--- src/rtl/instr_fetch_unit.sv ---
// Instruction fetch unit: IDLE/REQ/HOLD fetch FSM, next-PC selection (sequential, branch, jump).
// Optional retired-instruction counter is enabled by defining FETCH_INSTR_COUNT_EN.
module instr_fetch_unit #(
    parameter logic [31:0] RESET_PC = 32'h0000_0000
) (
    input  logic        clk,
    input  logic        rst_n,
    output logic        imem_req,
    output logic [31:0] imem_addr,
    input  logic        imem_ready,
    input  logic [31:0] imem_rdata,
    output logic [31:0] instr,
    output logic [31:0] pc_out,
    output logic        instr_valid,
    input  logic        instr_ack,
    input  logic        branch,
    input  logic        zero,
    input  logic [15:0] branch_imm,
    input  logic        jump,
    input  logic [25:0] jump_target,
    output logic [31:0] instr_count
);

    typedef enum logic [1:0] {
        IDLE = 2'd0,
        REQ  = 2'd1,
        HOLD = 2'd2
    } state_t;

    // Low two bits forced clear so a misaligned RESET_PC can never reach the bus.
    localparam logic [31:0] RESET_PC_ALIGNED = {RESET_PC[31:2], 2'b00};

    state_t      state_reg;
    state_t      state_next;
    logic [31:0] pc_reg;
    logic [31:0] pc_next;
    logic [31:0] instr_reg;
    logic [31:0] pc_out_reg;
    logic [31:0] pc_seq;
    logic [31:0] branch_off;
    logic        capture;
    logic        retire;

    assign capture = (state_reg == REQ)  && imem_ready;
    assign retire  = (state_reg == HOLD) && instr_ack;

    always_ff @(posedge clk or negedge rst_n) begin
        if (!rst_n) begin
            state_reg <= IDLE;
        end else begin
            state_reg <= state_next;
        end
    end

    always_comb begin
        state_next = state_reg;
        case (state_reg)
            IDLE:    state_next = REQ;
            REQ:     state_next = imem_ready ? HOLD : REQ;
            HOLD:    state_next = instr_ack ? REQ : HOLD;
            default: state_next = IDLE;
        endcase
    end

    always_comb begin
        imem_req    = (state_reg == REQ);
        instr_valid = (state_reg == HOLD);
    end

    // Next PC is relative to the instruction being retired, not the fetch pointer.
    assign pc_seq     = pc_out_reg + 32'd4;
    assign branch_off = {{14{branch_imm[15]}}, branch_imm, 2'b00};

    always_comb begin
        pc_next = pc_seq;
        if (jump) begin
            pc_next = {pc_seq[31:28], jump_target, 2'b00};
        end else if (branch && zero) begin
            pc_next = pc_seq + branch_off;
        end
    end

    always_ff @(posedge clk or negedge rst_n) begin
        if (!rst_n) begin
            pc_reg     <= RESET_PC_ALIGNED;
            instr_reg  <= 32'h0;
            pc_out_reg <= RESET_PC_ALIGNED;
        end else begin
            if (capture) begin
                instr_reg  <= imem_rdata;
                pc_out_reg <= pc_reg;
            end
            if (retire) begin
                pc_reg <= pc_next;
            end
        end
    end

    assign imem_addr = pc_reg;
    assign instr     = instr_reg;
    assign pc_out    = pc_out_reg;

`ifdef FETCH_INSTR_COUNT_EN
    logic [31:0] count_reg;

    always_ff @(posedge clk or negedge rst_n) begin
        if (!rst_n) begin
            count_reg <= 32'h0;
        end else if (retire) begin
            count_reg <= count_reg + 32'd1;
        end
    end

    assign instr_count = count_reg;
`else
    assign instr_count = 32'h0;
`endif

endmodule
--- config.mk ---
export PLATFORM = sky130hd
export DESIGN_NAME = instr_fetch_unit
export DESIGN_NICKNAME = d
export VERILOG_FILES = /design/src/rtl/instr_fetch_unit.sv
export SDC_FILE = /design/constraint.sdc
export NUM_CORES = 1
export LEC_CHECK = 0
export ABC_AREA = 1
export BUFFER_PORTS_ARGS = -buffer_cell sky130_fd_sc_hd__buf_4
export CORE_MARGIN = 2
export CORE_UTILIZATION = 35
export CTS_CLUSTER_SIZE = 30
export DETAILED_ROUTE_END_ITERATION = 8
export GPL_ROUTABILITY_DRIVEN = 0
export GPL_TIMING_DRIVEN = 0
export PLACE_DENSITY = 0.61
export RECOVER_POWER = 100
export SETUP_SLACK_MARGIN = 0.4
export SYNTH_ARGS = -nofsm -noshare
export SYNTH_HDL_FRONTEND = slang
export SYNTH_SLANG_ARGS = --single-unit
--- constraint.sdc ---
create_clock -name clk -period 4.9 [get_ports clk]
set_input_delay 0.245 -clock clk [delete_from_list [all_inputs] [get_ports clk]]
set_output_delay 0.245 -clock clk [all_outputs]
set_load 0.03 [all_outputs]
# == After elaboration in Yosys (flattened, before gate mapping) ==
# Cells that the tools add are included.
# op_classes
add_sub_neg,2
eq_ne,2
muxes,5
n_reduce_logical,4
# op_table
op,n
2-to-1 mux 32 bit,2
adder 32 x 3 -> 32 bit (second input constant),1
adder 32 bit,1
case mux 2 bit (3 select lines),1
2-to-1 mux 2 bit,2
logical AND 1 bit,3
== test 2 x 1 -> 1 bit (second input constant),1
== test 2 bit (second input constant),1
zero test 2 bit,1
# word_totals
ff_bits,98
word_cells,17

# == Longest topological paths before layout ==
# Gate-level depths: netlist of run 1.
# depth
depth_word,4
depth_mapped,24
depth_no_buf,24

# == Least setup slack after synthesis of run 1 ==
# No wires, ideal clock.
# synth_path
path_kind,reg-to-reg
start,"register pc_out_reg[2], in the netlist pc_out[2]"
end,"register pc_reg[26], in the netlist imem_addr[26]"
setup_time_ns,0.117
arrival_ns,2.643
t_required_ns,4.783
slack_ns,2.140
stages_incl_launch_ff,18
n_path_buf,0
period_less_slack_ns,2.760
path_cell_list,dfrtp_1 > ha_1 > inv_1 > nor3_2 > nand3_1 > xnor2_1 > ha_1 > nand2_1 > nor2_1 > inv_1 > o21bai_1 > nand2_1 > nand3_1 > nand2_1 > nand3_1 > nand2_1 > nand2_1 > nand2_1
# synth_between
elab_chain_cells,4
# synth_rtl
item,line_no,rtl
from (decl),38,logic [31:0] pc_out_reg;
from (signal assigned),91,pc_out_reg <= pc_reg;
adder 32 x 3 -> 32 bit (*),71,assign pc_seq = pc_out_reg + 32'd4;
adder 32 bit,79,pc_next = pc_seq + branch_off;
2-to-1 mux 32 bit (*),78,end else if (branch && zero) begin
2-to-1 mux 32 bit (*),76,if (jump) begin
to (signal assigned),94,pc_reg <= pc_next;
to (decl),35,logic [31:0] pc_reg;
# Mark *: on every way between the ends. The rest lies on a longest branch, timed or not.
# A chain may end at the register's enable or synchronous reset.

# == Worst setup path in the final report of run 1 ==
# Same ends and word-level chain as after synthesis.

==> results.cfg, run 1 <==
[outcome]
run_status = complete, but fails checks
violations_in_the_final_reports = capacitance limit, slew limit

[sta]
setup_total_negative_slack_ps = 0
clock-skew-final_ps = 8.346
worst_slack_ps = 1235
period_needed_ps = 3665
worst_pin_slew_ps = 2412
timing.final.setup_violations = 0
rsz0062_at_grt = false
final_min_period_over_clock_period = 0.7480
maxClockFrequency_ghz = 0.2728
max_slew_vio_count = 99
slew-limit-headroom = -0.6081
hold_viol_final = 0

[routing]
drt.antenna.violating_nets = 0
detail_route.wirelength_um = 25500
drt_pre_antenna_iters = 5
drc = 0
initial_drt_markers = 591
routed-via-count = 7862
vias_per_cell = 4.785
detail_route.wl_per_cell_um = 15.52

[finish]
highest_count_cells_in_the_layout_ignoring_fill_and_taps = 379 x nand2_1, 155 x inv_1, 119 x nor2_1
non_filler_cells_final = 1643
antennaDiodeCount = 0
final_common_cell = nand2_1
final_util = 0.4339
synthToLayoutAreaGrowth_pct = 22.27
drive_above_1_share = 0.1423
final_nets = 1477

[yosys]
synth-async-reset-ratio = 1.000
ys_warn_count = 0
number_of_enable_flip_flop_cells_after_synthesis = 0
synth-seq-area-share = 0.3186
yosys_top_cell_by_area = dfrtp_1
postSynthAreaPerCell_um2 = 6.764
syn_area_um2 = 7697
synth.top_cells.by_area = dfrtp_1 32%, nand2_1 18%, inv_1 7.6%
synthDistinctLibCells = 42
ys_ff_latch = 98
synth_top_flop_cell = dfrtp_1
synth_top_area_share = 0.3186
syn-instance-count = 1138

[grt]
antenna_violations_before_repair = 0
global_route.usage.total = 0.2174
grt_pass1_vias = 7461
globalRoute.totalOverflow = 0
grt_max_degree = 99
first_pass_grt_wire_length_um = 40050

[floorplan]
height_of_the_chip_um = 152.3
floorplan.initialDensity = 0.3549
core_region_um2 = 21690
full_die_area_um2 = 23200
floorplan.die.width_um = 152.3
core.rowCount = 54
ioPinCount = 211

[placed_design]
portBuffers = 178
pre_cts_slack_ps = 1535
place_inst = 1627
dp_hpwl_um = 21130

[pwr]
p_total_w = 0.006036
power_leakage_nw = 5.008
power.ir.vdd_worst_uv = 369.3
cellPowerDensity_nw_per_um2 = 641.4

[clocking]
clock-root-buffer = clkbuf_16
cts.sinks = 98
cts-hold-fix-buffers = 0
tritoncts = done
clock_path_buffers = 2
htreeDepth = 3
clkTransAtPathRegs_ps = 70
cts_made_buffers = 9
cts_setup_buffers = 0
worst_skew_pair.late_latency_ps = 340
postCtsResizedCells = 0

[flow_run]
max_cap_violations = 1

[setup_path]
crit_fanout = 9
data_arrival_time_of_the_critical_path_ps = 3900
crit_path_end_kind = flop
setup.worst_path.start_class = flop
critPathKind = reg2reg
timing.critical_path.required_ps = 5140

[hold_path]
hold_path.class = in2reg
-- where the power goes --
part / internal (W) / switching (W)
sequential: 0.00120 / 0.000401
clock: 0.000411 / 0.000313
combinational: 0.00113 / 0.00258
-- stage by stage --
step / hold slack [ps] / instance area (um^2)
after floorplan: -50.59 / 7814
after global placement: 438.7 / 9500
after detailed placement: 455.3 / 9500
after CTS: 82.26 / 9802
after global routing: 101.6 / 9412
final: 92.14 / 9412
-- cell type report --
cell class / instances / area (um^2)
Fill cell: 2354 / 12280
Tap cell: 280 / 350.3
Clock inverter: 6 / 62.56
Sequential cell: 98 / 2452
Multi-Input combinational cell: 858 / 4394
Timing Repair Buffer: 178 / 965.9
Clock buffer: 10 / 239.0
Buffer: 58 / 365.4
Inverter: 155 / 581.8
-- logic make-up (layout without fill, tap and decap cells) --
family / Yosys count / in the layout / synth area share
mux: 40 / 40 / 0.05852
flops: 98 / 98 / 0.3186
fa+ha+maj: 38 / 38 / 0.06274
other cells: 1 / 32 / 0.0004872
compound gates: 98 / 98 / 0.06941
xor+xnor: 23 / 23 / 0.02715
buf+inv: 213 / 407 / 0.1237
simple gates: 627 / 627 / 0.3394
-- path summary, 6_finish.rpt --
kind                            depth (start not counted)                   endpoint  slack, ps             startpoint
worst min register to register                          1      instr[15]$_DFFE_PN0P_        510  instr[15]$_DFFE_PN0P_
min in group asynchronous                               1      instr[28]$_DFFE_PN0P_        620                  rst_n
worst max register to register                         17  imem_addr[26]$_DFFE_PN0P_       1230  pc_out[2]$_DFFE_PN0P_
worst max-delay path                                   17  imem_addr[26]$_DFFE_PN0P_       1230  pc_out[2]$_DFFE_PN0P_
max in group asynchronous                               1     state_reg[0]$_DFF_PN0_       2850                  rst_n
worst min-delay path                                    2     state_reg[1]$_DFF_PN0_         90              instr_ack
-- cell usage after synthesis, types with 5 or more instances --
| master | number |
|---|---|
| or2_2 | 6 |
| dfrtp_1 | 98 |
| xnor2_1 | 7 |
| nor2_1 | 119 |
| buf_4 | 33 |
| mux2_2 | 40 |
| clkbuf_1 | 14 |
| nor2_4 | 6 |
| xor2_1 | 15 |
| nand2_2 | 5 |
| nor3_1 | 6 |
| nand2_1 | 378 |
| a21oi_1 | 40 |
| o21ai_0 | 40 |
| ha_1 | 37 |
| inv_1 | 155 |
| nand4_1 | 12 |
| o21bai_1 | 5 |
| buf_2 | 8 |
| nand3_1 | 82 |
-- metal layers --
metal  vias up  track usage  share of wire  wire length (um)
met5         -            0              0                 0
met2       293       0.3707           0.47             12090
met1      3583       0.2834           0.43             11080
met3        29      0.04096          0.070              1789
li1       3957            -              -                 -
met4         0      0.05785          0.021               538
-- worst max-delay path: stages (launching register included) --
cell	delay, ps
dfrtp_1	610
ha_1	240
inv_1	70
nor3_1	610
nand3_1	180
xnor2_1	230
ha_1	410
nand2_1	130
nor2_1	210
inv_1	60
o21bai_1	220
nand2_1	130
nand3_1	80
nand2_1	50
nand3_1	110
nand2_1	90
nand2_1	70
nand2_1	50
No activity file was read; power rests on OpenSTA's default activity.
==> run 2: changes to the inputs <==
--- a/config.mk
+++ b/config.mk
@@ -13,7 +13,7 @@
 export DETAILED_ROUTE_END_ITERATION = 8
 export GPL_ROUTABILITY_DRIVEN = 0
 export GPL_TIMING_DRIVEN = 0
-export PLACE_DENSITY = 0.61
+export PLACE_DENSITY = 0.63
 export RECOVER_POWER = 100
 export SETUP_SLACK_MARGIN = 0.4
 export SYNTH_ARGS = -nofsm -noshare
==> constraint.sdc (replaced) <==
create_clock -name clk -period 3.3 [get_ports clk]
set_input_delay 0.165 -clock clk [delete_from_list [all_inputs] [get_ports clk]]
set_output_delay 0.165 -clock clk [all_outputs]
set_load 0.03 [all_outputs]
==> results.cfg, run 2 (same netlist as run 1, synthesis figures left out) <==
[setup_path]
r2r_end = imem_addr[13]$_DFFE_PN0P_
critPathKind = reg2reg
cp-endpoint = imem_addr[13]$_DFFE_PN0P_
cpPeakStageDelay_ps = 470
crit_path_end_kind = flop
data_arrival_time_of_the_critical_path_ps = 3280
critical-path-slowest-cell = dfrtp_1
worstRegToRegCells = 15
setup.worst_path.start_class = flop
critPathTopFamily = simple AND/OR/NAND/NOR gates
crit_fanout = 5
rr_startpoint = pc_out[3]$_DFFE_PN0P_
worst_path_most_repeated_cell = nand2_1
timing.critical_path.cells = ha_1 -> nand2_1 -> xnor2_1 -> ha_1 -> nand2_1 -> nand2_1 -> a21oi_1 -> nand2_1 -> nand2_2 -> nand2_2 -> or2_0 -> nand3_1 -> nand3_1 -> nand2_1 -> nand2_1
reg2reg_setup_slack_ps = 250
path_depth = 15
cp-startpoint = pc_out[3]$_DFFE_PN0P_
timing.critical_path.required_ps = 3530
critical_path_buf_inv_count = 0

[sta]
rsz0062_at_grt = true
hold_viol_final = 0
period_needed_ps = 3046
holdWs_ps = 16.21
clock-skew-final_ps = 13.88
final_min_period_over_clock_period = 0.9230
setup_total_negative_slack_ps = 0
worst_pin_slew_ps = 1374
maxClockFrequency_ghz = 0.3283
slew-limit-headroom = 0.08401
timing.final.setup_violations = 0
max_slew_vio_count = 0

[finish]
layout.filler_cells = 2171
synthToLayoutAreaGrowth_pct = 39.48
final_nets = 1532
antennaDiodeCount = 0
final_common_cell = nand2_1
highest_count_cells_in_the_layout_ignoring_fill_and_taps = 340 x nand2_1, 175 x buf_4, 147 x inv_1
drive_above_1_share = 0.2842

[clocking]
clock_path_buffers = 2
clkTransAtPathRegs_ps = 70
cts_made_buffers = 9
worst_skew_pair.late_latency_ps = 350
cts.sinks = 98
htreeDepth = 3
tritoncts = done
clock-root-buffer = clkbuf_16

[grt]
grt_pass1_vias = 7816
grt_max_degree = 99
first_pass_grt_wire_length_um = 40330
antenna_violations_before_repair = 0
globalRoute.totalOverflow = 0
global_route.usage.total = 0.2174

[outcome]
run_status = finished clean

[floorplan]
core.rowCount = 54
floorplan.initialDensity = 0.3549
height_of_the_chip_um = 152.3
ioPinCount = 211
core_region_um2 = 21690
full_die_area_um2 = 23200
floorplan.die.width_um = 152.3

[pwr]
power_switching_share = 0.5341
p_total_w = 0.01018
clock_power_share = 0.105
power.ir.vdd_worst_uv = 677.3
power.combinational.fraction = 0.663
power_switching_w = 0.005439
power_leakage_nw = 5.503
cellPowerDensity_nw_per_um2 = 948.4
power_report.internal_total_w = 0.004744
seq_power_share = 0.232

[placed_design]
dp_hpwl_um = 20930
portBuffers = 178

[routing]
vias_per_cell = 4.883
drt.antenna.violating_nets = 0
initial_drt_markers = 438
drc = 0
detail_route.wl_per_cell_um = 16.08
routed-via-count = 8292
drt_pre_antenna_iters = 6
detail_route.wirelength_um = 27310

[hold_path]
hold_path.class = in2reg

[flow_run]
max_cap_violations = 0
==> run 2: cell types whose count changed in the layout (fill, tap and decap cells not counted), sizes merged <==
cell,delta
clkbuf,-12
clkinvlp,+1
buf,+65
dlygate4sd3,+1
==> run 2: power by group through the flow <==
stage | Sequential [W] | Clock [W] | Combinational [W]
after CTS | 0.00238 | 0.00109 | 0.00622
after global placement | 0.00238 | 0 | 0.00591
final | 0.00236 | 0.00107 | 0.00675
after global routing | 0.00243 | 0.00115 | 0.00735
after detailed placement | 0.00239 | 0 | 0.00598
after floorplan | 0.00336 | 0 | 0.00292
==> run 2: how the worst min path moves through the flow <==
stage	end	slack, ps	from	cells after the start
4_1_cts	state_reg[1]$_DFF_PN0_	5	instr_ack	2
6_report	state_reg[1]$_DFF_PN0_	20	instr_ack	2
5_1_grt	state_reg[1]$_DFF_PN0_	20	instr_ack	2
3_5_place_dp	state_reg[1]$_DFF_PN0_	360	instr_ack	2
2_1_floorplan	imem_addr[0]$_DFFE_PN0P_	-130	rst_n	0
3_3_place_gp	state_reg[1]$_DFF_PN0_	360	instr_ack	2
==> run 2: through the flow <==
step           instances  setup slack, ps  cell area (um^2)  utilization
2_1_floorplan       1169            540.3              7814            -
3_3_place_gp        1627            33.15              9500       0.4380
6_report            1698            254.2             10740       0.4950
5_1_grt             1698            134.9             10740       0.4950
3_5_place_dp        1627           -16.89              9500       0.4380
4_1_cts             1656            384.3             10070       0.4645
==> run 2: cell type report <==
class                   count  area (um^2)  share of cell area
plain buffers              58        365.4             0.03403
clock buffers               9        225.2             0.02098
clock inverters             7        76.32            0.007109
inverters                 155        581.8             0.05419
multi-input cells         858         5235              0.4876
flip-flops and latches     98         2464              0.2295
well taps                 280        350.3             0.03263
repair buffers            233         1439              0.1340
==> run 2: routing by layer <==
| layer | global-route usage | up-vias | wire length (um) |
|---|---|---|---|
| met3 | 0.04067 | 77 | 1904 |
| met2 | 0.3773 | 340 | 13270 |
| met5 | 0 | - | 0 |
| met4 | 0.07076 | 0 | 1013 |
| li1 | - | 4053 | - |
| met1 | 0.2731 | 3822 | 11120 |
==> run 2: repair_timing <==
action | CTS | global route
setup buffers | 13 | 40
hold buffers | 0 | 1
hold endpoints to repair | 0 | 42
resized for setup | 47 | 152
setup endpoints to repair | 23 | 22
pin swaps | 7 | 54
